$ cat config.mk
export PLATFORM = sky130hd
export DESIGN_NAME = piso_serializer
export DESIGN_NICKNAME = d
export VERILOG_FILES = /design/src/rtl/piso_serializer.sv
export SDC_FILE = /design/constraint.sdc
export NUM_CORES = 1
export LEC_CHECK = 0
export ABC_CLOCK_PERIOD_IN_PS = 1500
export CORE_MARGIN = 4
export CORE_UTILIZATION = 47
export DETAILED_ROUTE_END_ITERATION = 8
export PLACE_DENSITY = 0.81
export RECOVER_POWER = 25
export SLEW_MARGIN = 10
export SYNTH_ARGS = -nofsm -noshare
export SYNTH_HDL_FRONTEND = slang
export SYNTH_SLANG_ARGS = --single-unit
export TNS_END_PERCENT = 50
$ cat constraint.sdc
create_clock -name clk -period 1.5 [get_ports clk]
set_clock_uncertainty 0.2 [all_clocks]
set_input_delay 0.3 -clock clk [delete_from_list [all_inputs] [get_ports clk]]
set_output_delay 0.3 -clock clk [all_outputs]
set_load 0.02 [all_outputs]
$ cat src/rtl/piso_serializer.sv
// rtl/piso_serializer.sv - parallel-in serial-out shifter with load handshake, stall and done pulse
// Build option: define PISO_PARITY_EN to append an even-parity bit after the data bits.
module piso_serializer #(
  parameter int WIDTH     = 8,
  parameter bit MSB_FIRST = 1'b0
) (
  input  logic             clk,
  input  logic             rst,
  input  logic             load_valid,
  output logic             load_ready,
  input  logic [WIDTH-1:0] load_data,
  input  logic             shift_en,
  output logic             ser_out,
  output logic             ser_valid,
  output logic             busy,
  output logic             done
);

  localparam int CNT_W = $clog2(WIDTH + 1);
  localparam logic [CNT_W-1:0] LAST_CNT = CNT_W'(WIDTH - 1);

  typedef enum logic [1:0] {
    ST_IDLE  = 2'd0,
    ST_SHIFT = 2'd1,
    ST_PAR   = 2'd2
  } state_t;

  state_t            r_state;
  state_t            w_state_next;
  logic [WIDTH-1:0]  r_shift;
  logic [CNT_W-1:0]  r_cnt;
  logic              r_ser_out;
  logic              r_done;
`ifdef PISO_PARITY_EN
  logic              r_par;
`endif

  logic              w_first_bit;
  logic [WIDTH-1:0]  w_shift_adv;
  logic              w_next_bit;
  logic              w_last;

  // The bit presented after a load and after each advance sits at the outgoing end of the register.
  assign w_first_bit = MSB_FIRST ? load_data[WIDTH-1] : load_data[0];
  assign w_shift_adv = MSB_FIRST ? {r_shift[WIDTH-2:0], 1'b0} : {1'b0, r_shift[WIDTH-1:1]};
  assign w_next_bit  = MSB_FIRST ? w_shift_adv[WIDTH-1] : w_shift_adv[0];
  assign w_last      = (r_cnt == LAST_CNT);

  // All sequential state: FSM register, shift register, bit counter, serial output and done pulse.
  always_ff @(posedge clk or posedge rst) begin
    if (rst) begin
      r_state   <= ST_IDLE;
      r_shift   <= '0;
      r_cnt     <= '0;
      r_ser_out <= 1'b0;
      r_done    <= 1'b0;
`ifdef PISO_PARITY_EN
      r_par     <= 1'b0;
`endif
    end else begin
      r_state <= w_state_next;
      r_done  <= 1'b0;
      case (r_state)
        ST_IDLE: begin
          if (load_valid) begin
            r_shift   <= load_data;
            r_cnt     <= '0;
            r_ser_out <= w_first_bit;
`ifdef PISO_PARITY_EN
            r_par     <= ^load_data;
`endif
          end
        end
        ST_SHIFT: begin
          if (shift_en) begin
            if (w_last) begin
              r_cnt   <= '0;
              r_shift <= '0;
`ifdef PISO_PARITY_EN
              r_ser_out <= r_par;
`else
              r_ser_out <= 1'b0;
              r_done    <= 1'b1;
`endif
            end else begin
              r_cnt     <= r_cnt + CNT_W'(1);
              r_shift   <= w_shift_adv;
              r_ser_out <= w_next_bit;
            end
          end
        end
`ifdef PISO_PARITY_EN
        ST_PAR: begin
          if (shift_en) begin
            r_ser_out <= 1'b0;
            r_done    <= 1'b1;
          end
        end
`endif
        default: begin
        end
      endcase
    end
  end

  // Next-state: a load starts a word; the final consumed bit (data or parity) returns to idle.
  always_comb begin
    w_state_next = r_state;
    case (r_state)
      ST_IDLE: begin
        if (load_valid) w_state_next = ST_SHIFT;
      end
      ST_SHIFT: begin
        if (shift_en && w_last) begin
`ifdef PISO_PARITY_EN
          w_state_next = ST_PAR;
`else
          w_state_next = ST_IDLE;
`endif
        end
      end
`ifdef PISO_PARITY_EN
      ST_PAR: begin
        if (shift_en) w_state_next = ST_IDLE;
      end
`endif
      default: w_state_next = ST_IDLE;
    endcase
  end

  // Outputs: handshake and status decode from state, serial bit and done come straight from flops.
  always_comb begin
    load_ready = (r_state == ST_IDLE);
    busy       = (r_state != ST_IDLE);
    ser_valid  = (r_state != ST_IDLE);
    ser_out    = r_ser_out;
    done       = r_done;
  end

endmodule

Yosys cells after proc, flatten, opt, wreduce, memory -nomap -nowiden
Index checks and enable logic that the tools add are counted.
{ "classes": {"bitwise_logic": 0, "n_mux": 18, "addsub": 1, "n_reduce_logical": 6, "n_shift": 0, "n_eq_ne": 5, "magnitude_cmp": 0, "n_mul": 0, "div_mod_pow": 0} }
{ "ops": {"columns": ["cell", "count"], "rows": [
  ["8-bit two-way mux", 2],
  ["8-bit case mux with 2 select lines", 1],
  ["4-bit two-way mux", 3],
  ["4-bit case mux with 2 select lines", 1],
  ["7-bit two-way mux", 1],
  ["1-bit two-way mux", 6],
  ["2-bit inequality test, second input constant", 3],
  ["4-bit by 1-bit adder with 4-bit output, second input constant", 1],
  ["4-bit by 3-bit == test with 1-bit output, second input constant", 1],
  ["2-bit two-way mux", 2],
  ["2-bit case mux with 2 select lines", 1],
  ["2-bit nonzero test", 2],
  ["3-bit AND reduction", 1],
  ["2-bit by 1-bit == test with 1-bit output, second input constant", 1],
  ["2-bit logical NOT", 1],
  ["1-bit case mux with 2 select lines", 1],
  ["2-bit AND reduction", 1],
  ["1-bit logical AND", 1]
]} }
{ "word_totals": {"reg_bits": 16, "rom_bits": 0, "latch_bits": 0, "memories": 0, "word_cells": 35, "ramBits": 0} }

Depth between registers and ports, before layout
Gate-level depths: netlist of the first run.
{ "depth": {"depth_word": 4, "ltp_mapped": 4, "depth_no_buf": 4} }

Least setup slack after synthesis of the first run
OpenSTA, ideal clock, no wires.
{ "synth_timing": {"path_type": "register to register", "from": "register r_state[0]", "to": "register r_cnt[3]", "stages_incl_launch_ff": 4, "path_slack_ns": 0.064, "setup_ns": 0.126, "path_buffers": 0, "t_required_ns": 1.174, "arrival_time_ns": 1.110, "cell_sequence": "dfrtp_1 -> nor2b_2 -> a21oi_2 -> a221o_1"} }
{ "synth_via": {"elab_chain_cells": 3} }
{ "synth_lines": {"columns": ["element", "line", "rtl"], "rows": [
  ["from (decl)", "28", "state_t r_state;"],
  ["from (signal assigned)", "61", "r_state <= w_state_next;"],
  ["2-bit by 1-bit == test with 1-bit output / 2-bit logical NOT (equally long branches)", "63", "case (r_state)"],
  ["2-bit inequality test (no source line) / 2-bit nonzero test (equally long branches)", null, null],
  ["3-bit AND reduction (no source line)", null, null],
  ["to (signal assigned)", "86", "r_cnt <= r_cnt + CNT_W'(1);"],
  ["to (decl)", "31", "logic [CNT_W-1:0] r_cnt;"]
]} }
Parallel ways exist; a longest one is shown, timed or not.
A chain may end at the register's enable or synchronous reset.

Final worst setup path of the first run
{ "layout_timing": {"from": "register r_state[0]", "to": "register r_shift[5]"} }
{ "layout_via": {"elab_chain_cells": 3} }
{ "layout_lines": {"columns": ["element", "line", "rtl"], "rows": [
  ["2-bit by 1-bit == test with 1-bit output / 2-bit logical NOT (equally long branches)", "63", null],
  ["2-bit inequality test (no source line) / 2-bit nonzero test (equally long branches)", null, null],
  ["3-bit AND reduction (no source line)", null, null],
  ["to (signal assigned)", "66", "r_shift <= load_data;"],
  ["to (signal assigned)", "87", "r_shift <= w_shift_adv;"],
  ["to (decl)", "30", "logic [WIDTH-1:0] r_shift;"]
]} }
Parallel ways exist; a longest one is shown, timed or not.

==> impl_metrics.yaml, run 1 <==
job:
  timing.max_cap.violations: 0
timing:
  post-route-period-util: 0.9783
  timing.final.hold_violations: 0
  worst_slew_margin_rel: 0.4886
  rsz0062_at_grt: "yes"
  period_minus_slack_ns: 1.468
  timing.setup.tns_ns: 0
  setup_violations: 0
  timing_worst_slew_pin_value_ns: 0.7671
  max_freq_mhz: 681.4
  worst_slack_ns: 0.03248
  timing.final.max_slew_violations: 0
critical_path:
  cp_slowest_stage_delay_ns: 0.45
  end_kind: "register"
  setup.reg_to_reg.worst_slack_ns: 0.03
  crit_type: "reg -> reg"
  crit_path_dat_ns: 1.45
  r2r-start: "r_state[0]$_DFFE_PP0P_"
  critical_register_to_register_path_endpoint: "r_shift[5]$_DFFE_PP0P_"
  crit_path_max_fanout: 8
  cp.required_ns: 1.48
  r2r_worst_path_depth: 4
  crit_path_start_kind: "register"
  critPathTopFamily: "flip-flops"
  worstPathCellList: "buf_8, or2b_4, o21ai_1, a2bb2oi_2"
  critical_path_buf_inv_count: 1
  slowest_cell_on_crit_path: "sky130_fd_sc_hd__dfrtp_2"
pwr:
  p_sw_uw: 596.5
  p_leak_nw: 0.4621
  internal-power_mw: 1.123
  power_mw: 1.719
  vdd_ir_drop_max_mv: 0.8806
  comb_power_share: 0.466
  power.sequential.fraction: 0.375
  share_clk_of_total_power: 0.159
  power.share.switching: 0.3470
  power-per-cell-area_nw_per_um2: 1651
clocking:
  cts_root_buf: "sky130_fd_sc_hd__clkbuf_4"
  ctsHtreeMaxLevel: 1
  cts_buffer_depth: 2
  cts-buffers-inserted: 3
  worst_skew_pair.late_latency_ns: 0.28
  clock_sink_count: 14
  clk_pin_slew_ns: 0.09
  tritoncts_clock_tree: "done"
  hold_buffers: 0
layout:
  storage_element_area_um2: 351.6
  num-fill-cells: 97
  syn_to_final_growth_pct: 44.44
  final_cells: 106
  fraction_of_final_layout_cells_sized_beyond_drive_strength_1: 0.4286
  area_of_combinational_cells_with_multiple_inputs_um2: 365.4
  final_nets: 105
  num_antenna_cells: 0
synth:
  netlist.area_leader.share: 0.4861
  synth.cell_area_um2: 720.7
  synth.lib_cells_used.distinct: 23
  yosysMostFrequentCell: "sky130_fd_sc_hd__dfrtp_1"
  post_synth_inst_count: 61
  post_synthesis_async_set_or_reset_flop_share: 1.000
  netlist_top_cells_count: "sky130_fd_sc_hd__dfrtp_1, sky130_fd_sc_hd__nand3_1, sky130_fd_sc_hd__a2bb2oi_2, sky130_fd_sc_hd__o21ai_1, sky130_fd_sc_hd__nor2_1"
  synth_seq_area_share: 0.4861
  postSynthAreaPerCell_um2: 11.81
  ys_ff_latch: 14
  synthFlopType: "sky130_fd_sc_hd__dfrtp_1"
  synth_edf_count: 0
  post-synth-top-area-cell: "sky130_fd_sc_hd__dfrtp_1"
  synth.yosys.warnings: 0
  synth_area_leaders: "sky130_fd_sc_hd__dfrtp_1, sky130_fd_sc_hd__a2bb2oi_2, sky130_fd_sc_hd__nand3_1"
  postSynthNetCount: 74
drt:
  route.detailed.wl_per_inst_um: 16.21
  route.vias.total: 617
  detail_route.wirelength_um: 1718
  post_drt_via_cell_ratio: 5.821
  drc: 0
  detail-route-antenna-nets: 0
  dr_iter_0_viols: 9
  detailedRoute.firstPassIterationCount: 4
floorplan:
  floorplan.initialDensity: 0.5275
  rows: 13
  placeableCoreArea_um2: 1366
  die_h_um: 47.16
  number_of_top_level_pins: 17
  die_w_um: 47.16
  die_area_um2: 2224
global_routing:
  grt_overflow: 0
  grt_first_pass_wirelength_um: 2635
  grt_max_degree: 16
  antenna_found_initial: 0
  gr_usage_total: 0.1735
  first_global_vias: 598
place:
  routabilityCongestion: 0.7315
  number_of_port_buffers: 16
  detailed_place_hpwl_um: 1178
  post-place-ws_ns: -0.2128
  placedCellCount: 97
worst_hold_path:
  holdPathEnd: "r_shift[7]$_DFFE_PP0P_"
  hold_path_startpoint: "r_shift[7]$_DFFE_PP0P_"
  hp-class: "reg -> reg"
  hold-path-cell-count: 1
outcome:
  outcome: "complete, no violations"
through the flow:
step                hold WS, ns  cell area, um2  utilization
floorplan              -0.01078           720.7            -
global placement         0.3043           935.9       0.6850
detailed placement       0.3087           935.9       0.6850
CTS                      0.1122           973.4       0.7125
global route             0.3644            1041       0.7619
finish                   0.3334            1041       0.7619
sequential cells by signal (all words and copies together) (netlist names):
register / count
done: 1
r_cnt: 4
r_shift: 8
r_state: 1
worst max-delay path by stage:
stage                                      start                      to  slack, ns  cells past startpoint
after floorplan           r_state[0]$_DFFE_PP0P_    r_cnt[3]$_DFFE_PP0P_       0.06                      3
after CTS                 r_state[0]$_DFFE_PP0P_               ser_valid      -0.05                      1
after global routing      r_state[0]$_DFFE_PP0P_  r_shift[5]$_DFFE_PP0P_      -0.03                      4
after global placement                load_valid  r_shift[3]$_DFFE_PP0P_      -0.18                      4
after detailed placement              load_valid  r_shift[3]$_DFFE_PP0P_      -0.21                      4
final                     r_state[0]$_DFFE_PP0P_  r_shift[5]$_DFFE_PP0P_       0.03                      4
power by group through the flow:
stage / sequential [mW] / combinational (mW) / clock [mW]
final: 0.645 / 0.801 / 0.273
after global routing: 0.663 / 0.867 / 0.297
after CTS: 0.637 / 0.715 / 0.275
after detailed placement: 0.645 / 0.730 / 0
after global placement: 0.637 / 0.712 / 0
after floorplan: 0.659 / 0.485 / 0
logic make-up (layout without fill, tap and decap cells):
family,after synthesis,count (layout),share of synthesized area
and+or+nand+nor,21,21,0.1823
AOI/OAI and AO/OA,19,19,0.2587
DFF,14,14,0.4861
buffers and inverters,5,35,0.04340
adders and majority gates,1,1,0.01736
xor gates and xnor gates,1,1,0.01215
routing by layer:
metal | wire (um) | GRT usage | vias to the layer above
li1 | - | - | 287
met1 | 748 | 0.2340 | 298
met2 | 825 | 0.2683 | 25
met3 | 95 | 0.03448 | 7
met4 | 48 | 0.07735 | 0
met5 | 0 | 0 | -
cells in the final DEF (no fill, tap or decap), drive strengths merged:
| cell | netlist | layout |
|---|---|---|
| a2bb2oi | 7 | 7 |
| a22o | 2 | 2 |
| nor2 | 5 | 5 |
| buf | 3 | 12 |
| clkdlybuf4s50 | 0 | 10 |
| a21oi | 1 | 1 |
| a221o | 1 | 1 |
| nand2 | 2 | 2 |
| or2b | 1 | 1 |
| a32o | 1 | 1 |
| clkbuf | 0 | 9 |
| clkdlybuf4s15 | 0 | 1 |
| nand3 | 9 | 9 |
| ha | 1 | 1 |
| inv | 2 | 2 |
| nand3b | 1 | 1 |
| xor2 | 1 | 1 |
| and3 | 1 | 1 |
| o21ai | 7 | 7 |
| nor4 | 1 | 1 |
| nor2b | 1 | 1 |
| dfrtp | 14 | 14 |
| dlygate4sd3 | 0 | 1 |
worst register-to-register path: stages (launching register included):
cell                        delay (ns)
sky130_fd_sc_hd__dfrtp_2          0.45
sky130_fd_sc_hd__buf_8            0.14
sky130_fd_sc_hd__or2b_4           0.33
sky130_fd_sc_hd__o21ai_1          0.18
sky130_fd_sc_hd__a2bb2oi_2        0.07
cell type report:
type,instances,area share
multi-input combinational,42,0.3510
sequential,14,0.3377
timing repair buffer,29,0.2512
clock buffer,4,0.03486
tap,15,0.01803
inverter,2,0.007212
timing repair:
action | in CTS | in global routing
cloned | 0 | 1
resized for setup | 9 | 16
buffers inserted | 0 | 4
pin swaps | 0 | 1
setup endpoints to repair | 13 | 15
Power figures use the tool's default switching activity.
==> run 2: changes to the inputs <==
--- a/config.mk
+++ b/config.mk
@@ -7,9 +7,10 @@
 export LEC_CHECK = 0
 export ABC_CLOCK_PERIOD_IN_PS = 1500
 export CORE_MARGIN = 4
-export CORE_UTILIZATION = 47
+export CORE_UTILIZATION = 50
+export CTS_BUF_LIST = sky130_fd_sc_hd__clkbuf_2 sky130_fd_sc_hd__clkbuf_4 sky130_fd_sc_hd__clkbuf_8
 export DETAILED_ROUTE_END_ITERATION = 8
-export PLACE_DENSITY = 0.81
+export PLACE_DENSITY = 0.85
 export RECOVER_POWER = 25
 export SLEW_MARGIN = 10
 export SYNTH_ARGS = -nofsm -noshare
==> run 2 against run 1 <==
Effect of this change:
- clock power decreased by 23%
- critical endpoint is now ser_out
- first-iteration DRC count down 33%
- fmax up 0.34%
- setup slack better by 0.0050 ns
==> impl_metrics.yaml, run 2 (synthesis gave the netlist of run 1 again) <==
pwr:
  power_mw: 1.623
  power-per-cell-area_nw_per_um2: 1609
  p_leak_nw: 0.4473
  vdd_ir_drop_max_mv: 0.9079
floorplan:
  die_w_um: 45.97
  floorplan.initialDensity: 0.5403
  rows: 13
  number_of_top_level_pins: 17
  placeableCoreArea_um2: 1334
  die_area_um2: 2113
  die_h_um: 45.97
layout:
  layout_common_cells: "sky130_fd_sc_hd__dfrtp_1, sky130_fd_sc_hd__clkdlybuf4s50_1, sky130_fd_sc_hd__nand3_1"
  postLayoutCellArea_um2: 1008
  fraction_of_final_layout_cells_sized_beyond_drive_strength_1: 0.4091
  largest_register_ffs: 8
  syn_to_final_growth_pct: 39.93
  top_register: "r_shift"
  final_cells: 103
  num_antenna_cells: 0
  largest_registers: "r_shift x8, r_cnt x4"
  final_nets: 103
  utilization: 0.7561
  layout.cells.most_common: "sky130_fd_sc_hd__dfrtp_1"
critical_path:
  crit_path_dat_ns: 0.96
  worstPathCellList: "clkdlybuf4s15_1"
  setup.reg_to_reg.worst_slack_ns: 0.04
  crit_path_max_fanout: 2
  cp.required_ns: 1.00
  r2r_worst_path_depth: 5
  crit_path_start: "r_shift[0]$_DFFE_PP0P_"
  critPathTopFamily: "flip-flops"
  crit_type: "reg -> out"
  end_kind: "output pin"
  crit_path_start_kind: "register"
  cp_slowest_stage_delay_ns: 0.40
  r2r-start: "r_state[0]$_DFFE_PP0P_"
  slowest_cell_on_crit_path: "sky130_fd_sc_hd__dfrtp_1"
  critical_path_buf_inv_count: 1
  critical_register_to_register_path_endpoint: "r_shift[7]$_DFFE_PP0P_"
drt:
  dr_iter_0_viols: 6
  detailedRoute.firstPassIterationCount: 4
  drc: 0
  detail-route-antenna-nets: 0
  route.vias.total: 598
  route.detailed.wl_per_inst_um: 16.36
  detail_route.wirelength_um: 1685
  post_drt_via_cell_ratio: 5.806
clocking:
  clk_pin_slew_ns: 0.08
  clock_sink_count: 14
  worst_skew_pair.late_latency_ns: 0.28
  hold_buffers: 0
  cts_buffer_depth: 2
  tritoncts_clock_tree: "done"
  cts_root_buf: "sky130_fd_sc_hd__clkbuf_4"
  cts-buffers-inserted: 3
  ctsHtreeMaxLevel: 1
place:
  placedCellCount: 98
  placed_area_um2: 955.9
  detailed_place_hpwl_um: 1210
  routabilityCongestion: 0.7337
  number_of_port_buffers: 16
global_routing:
  grt_overflow: 0
  grt_max_degree: 15
  grt_first_pass_wirelength_um: 2677
  gr_usage_total: 0.1783
  antenna_found_initial: 0
  first_global_vias: 609
timing:
  timing.final.max_slew_violations: 0
  period_minus_slack_ns: 1.463
  timing.final.hold_violations: 0
  setup_violations: 0
  post-route-period-util: 0.9750
  max_freq_mhz: 683.7
  worst_slew_margin_rel: 0.5059
  timing_worst_slew_pin_value_ns: 0.7411
worst_hold_path:
  hold_path_startpoint: "r_shift[7]$_DFFE_PP0P_"
  hold-path-cell-count: 1
  hp-class: "reg -> reg"
  holdPathEnd: "r_shift[7]$_DFFE_PP0P_"
outcome:
  outcome: "complete, no violations"
job:
  timing.max_cap.violations: 0
==> run 2: power by group <==
part | internal (mW) | switching [mW]
Clock | 0.0931 | 0.115
Sequential | 0.527 | 0.118
Combinational | 0.422 | 0.347
Total | 1.04 | 0.581
==> run 2: what timing repair did <==
item,CTS,global route
pin swaps,0,1
buffers inserted,0,2
cloned,0,0
gates resized for setup,12,12
setup endpoints to repair,5,12
==> run 2: worst reg2reg max path: stages, from the launching register on <==
cell and delay (ns):
sky130_fd_sc_hd__dfrtp_1 0.43, sky130_fd_sc_hd__buf_6 0.16, sky130_fd_sc_hd__buf_4 0.13, sky130_fd_sc_hd__a21oi_2 0.21, sky130_fd_sc_hd__buf_4 0.15, sky130_fd_sc_hd__a22o_1 0.11
==> run 2: worst max-delay path by stage <==
stage | slack [ns] | end | cells past startpoint
2_1_floorplan | 0.06 | r_cnt[3]$_DFFE_PP0P_ | 3
3_3_place_gp | -0.18 | r_shift[3]$_DFFE_PP0P_ | 4
3_5_place_dp | -0.24 | r_cnt[3]$_DFFE_PP0P_ | 4
4_1_cts | 0.005 | r_shift[5]$_DFFE_PP0P_ | 4
5_1_grt | -0.02 | r_shift[1]$_DFFE_PP0P_ | 4
6_report | 0.04 | ser_out | 1
==> run 2: layout make-up <==
| cell class | instances | area, um2 |
|---|---|---|
| clock buffer | 3 | 22.52 |
| sequential | 14 | 350.3 |
| timing repair buffer | 27 | 239.0 |
| multi-input combinational | 42 | 370.4 |
| inverter | 2 | 7.507 |
| tap | 15 | 18.77 |
| fill | 89 | 325.3 |
==> run 2: per-layer routing <==
metal  vias to the layer above  global-route usage  part of all wire
met5                         -                   0                 0
met4                         0             0.07386             0.011
met3                         2             0.03953             0.036
met2                        12              0.3132              0.53
met1                       305              0.2044              0.42
li1                        279                   -                 -
==> run 2: metrics by stage <==
stage	setup slack [ns]	setup TNS (ns)	hold slack, ns
6_report	0.03743	0	0.3238
4_1_cts	0.005136	0	0.1314
5_1_grt	-0.01692	-0.02764	0.3260
2_1_floorplan	0.06410	0	-0.01078
3_3_place_gp	-0.1833	-2.010	0.2958
3_5_place_dp	-0.2426	-2.605	0.2936
==> run 3: changes to the inputs <==
--- a/config.mk
+++ b/config.mk
@@ -12,7 +12,6 @@
 export DETAILED_ROUTE_END_ITERATION = 8
 export PLACE_DENSITY = 0.85
 export RECOVER_POWER = 25
-export SLEW_MARGIN = 10
 export SYNTH_ARGS = -nofsm -noshare
 export SYNTH_HDL_FRONTEND = slang
 export SYNTH_SLANG_ARGS = --single-unit
==> results of run 3 <==
Final layout, timing and power as in run 2 (identical DEF).
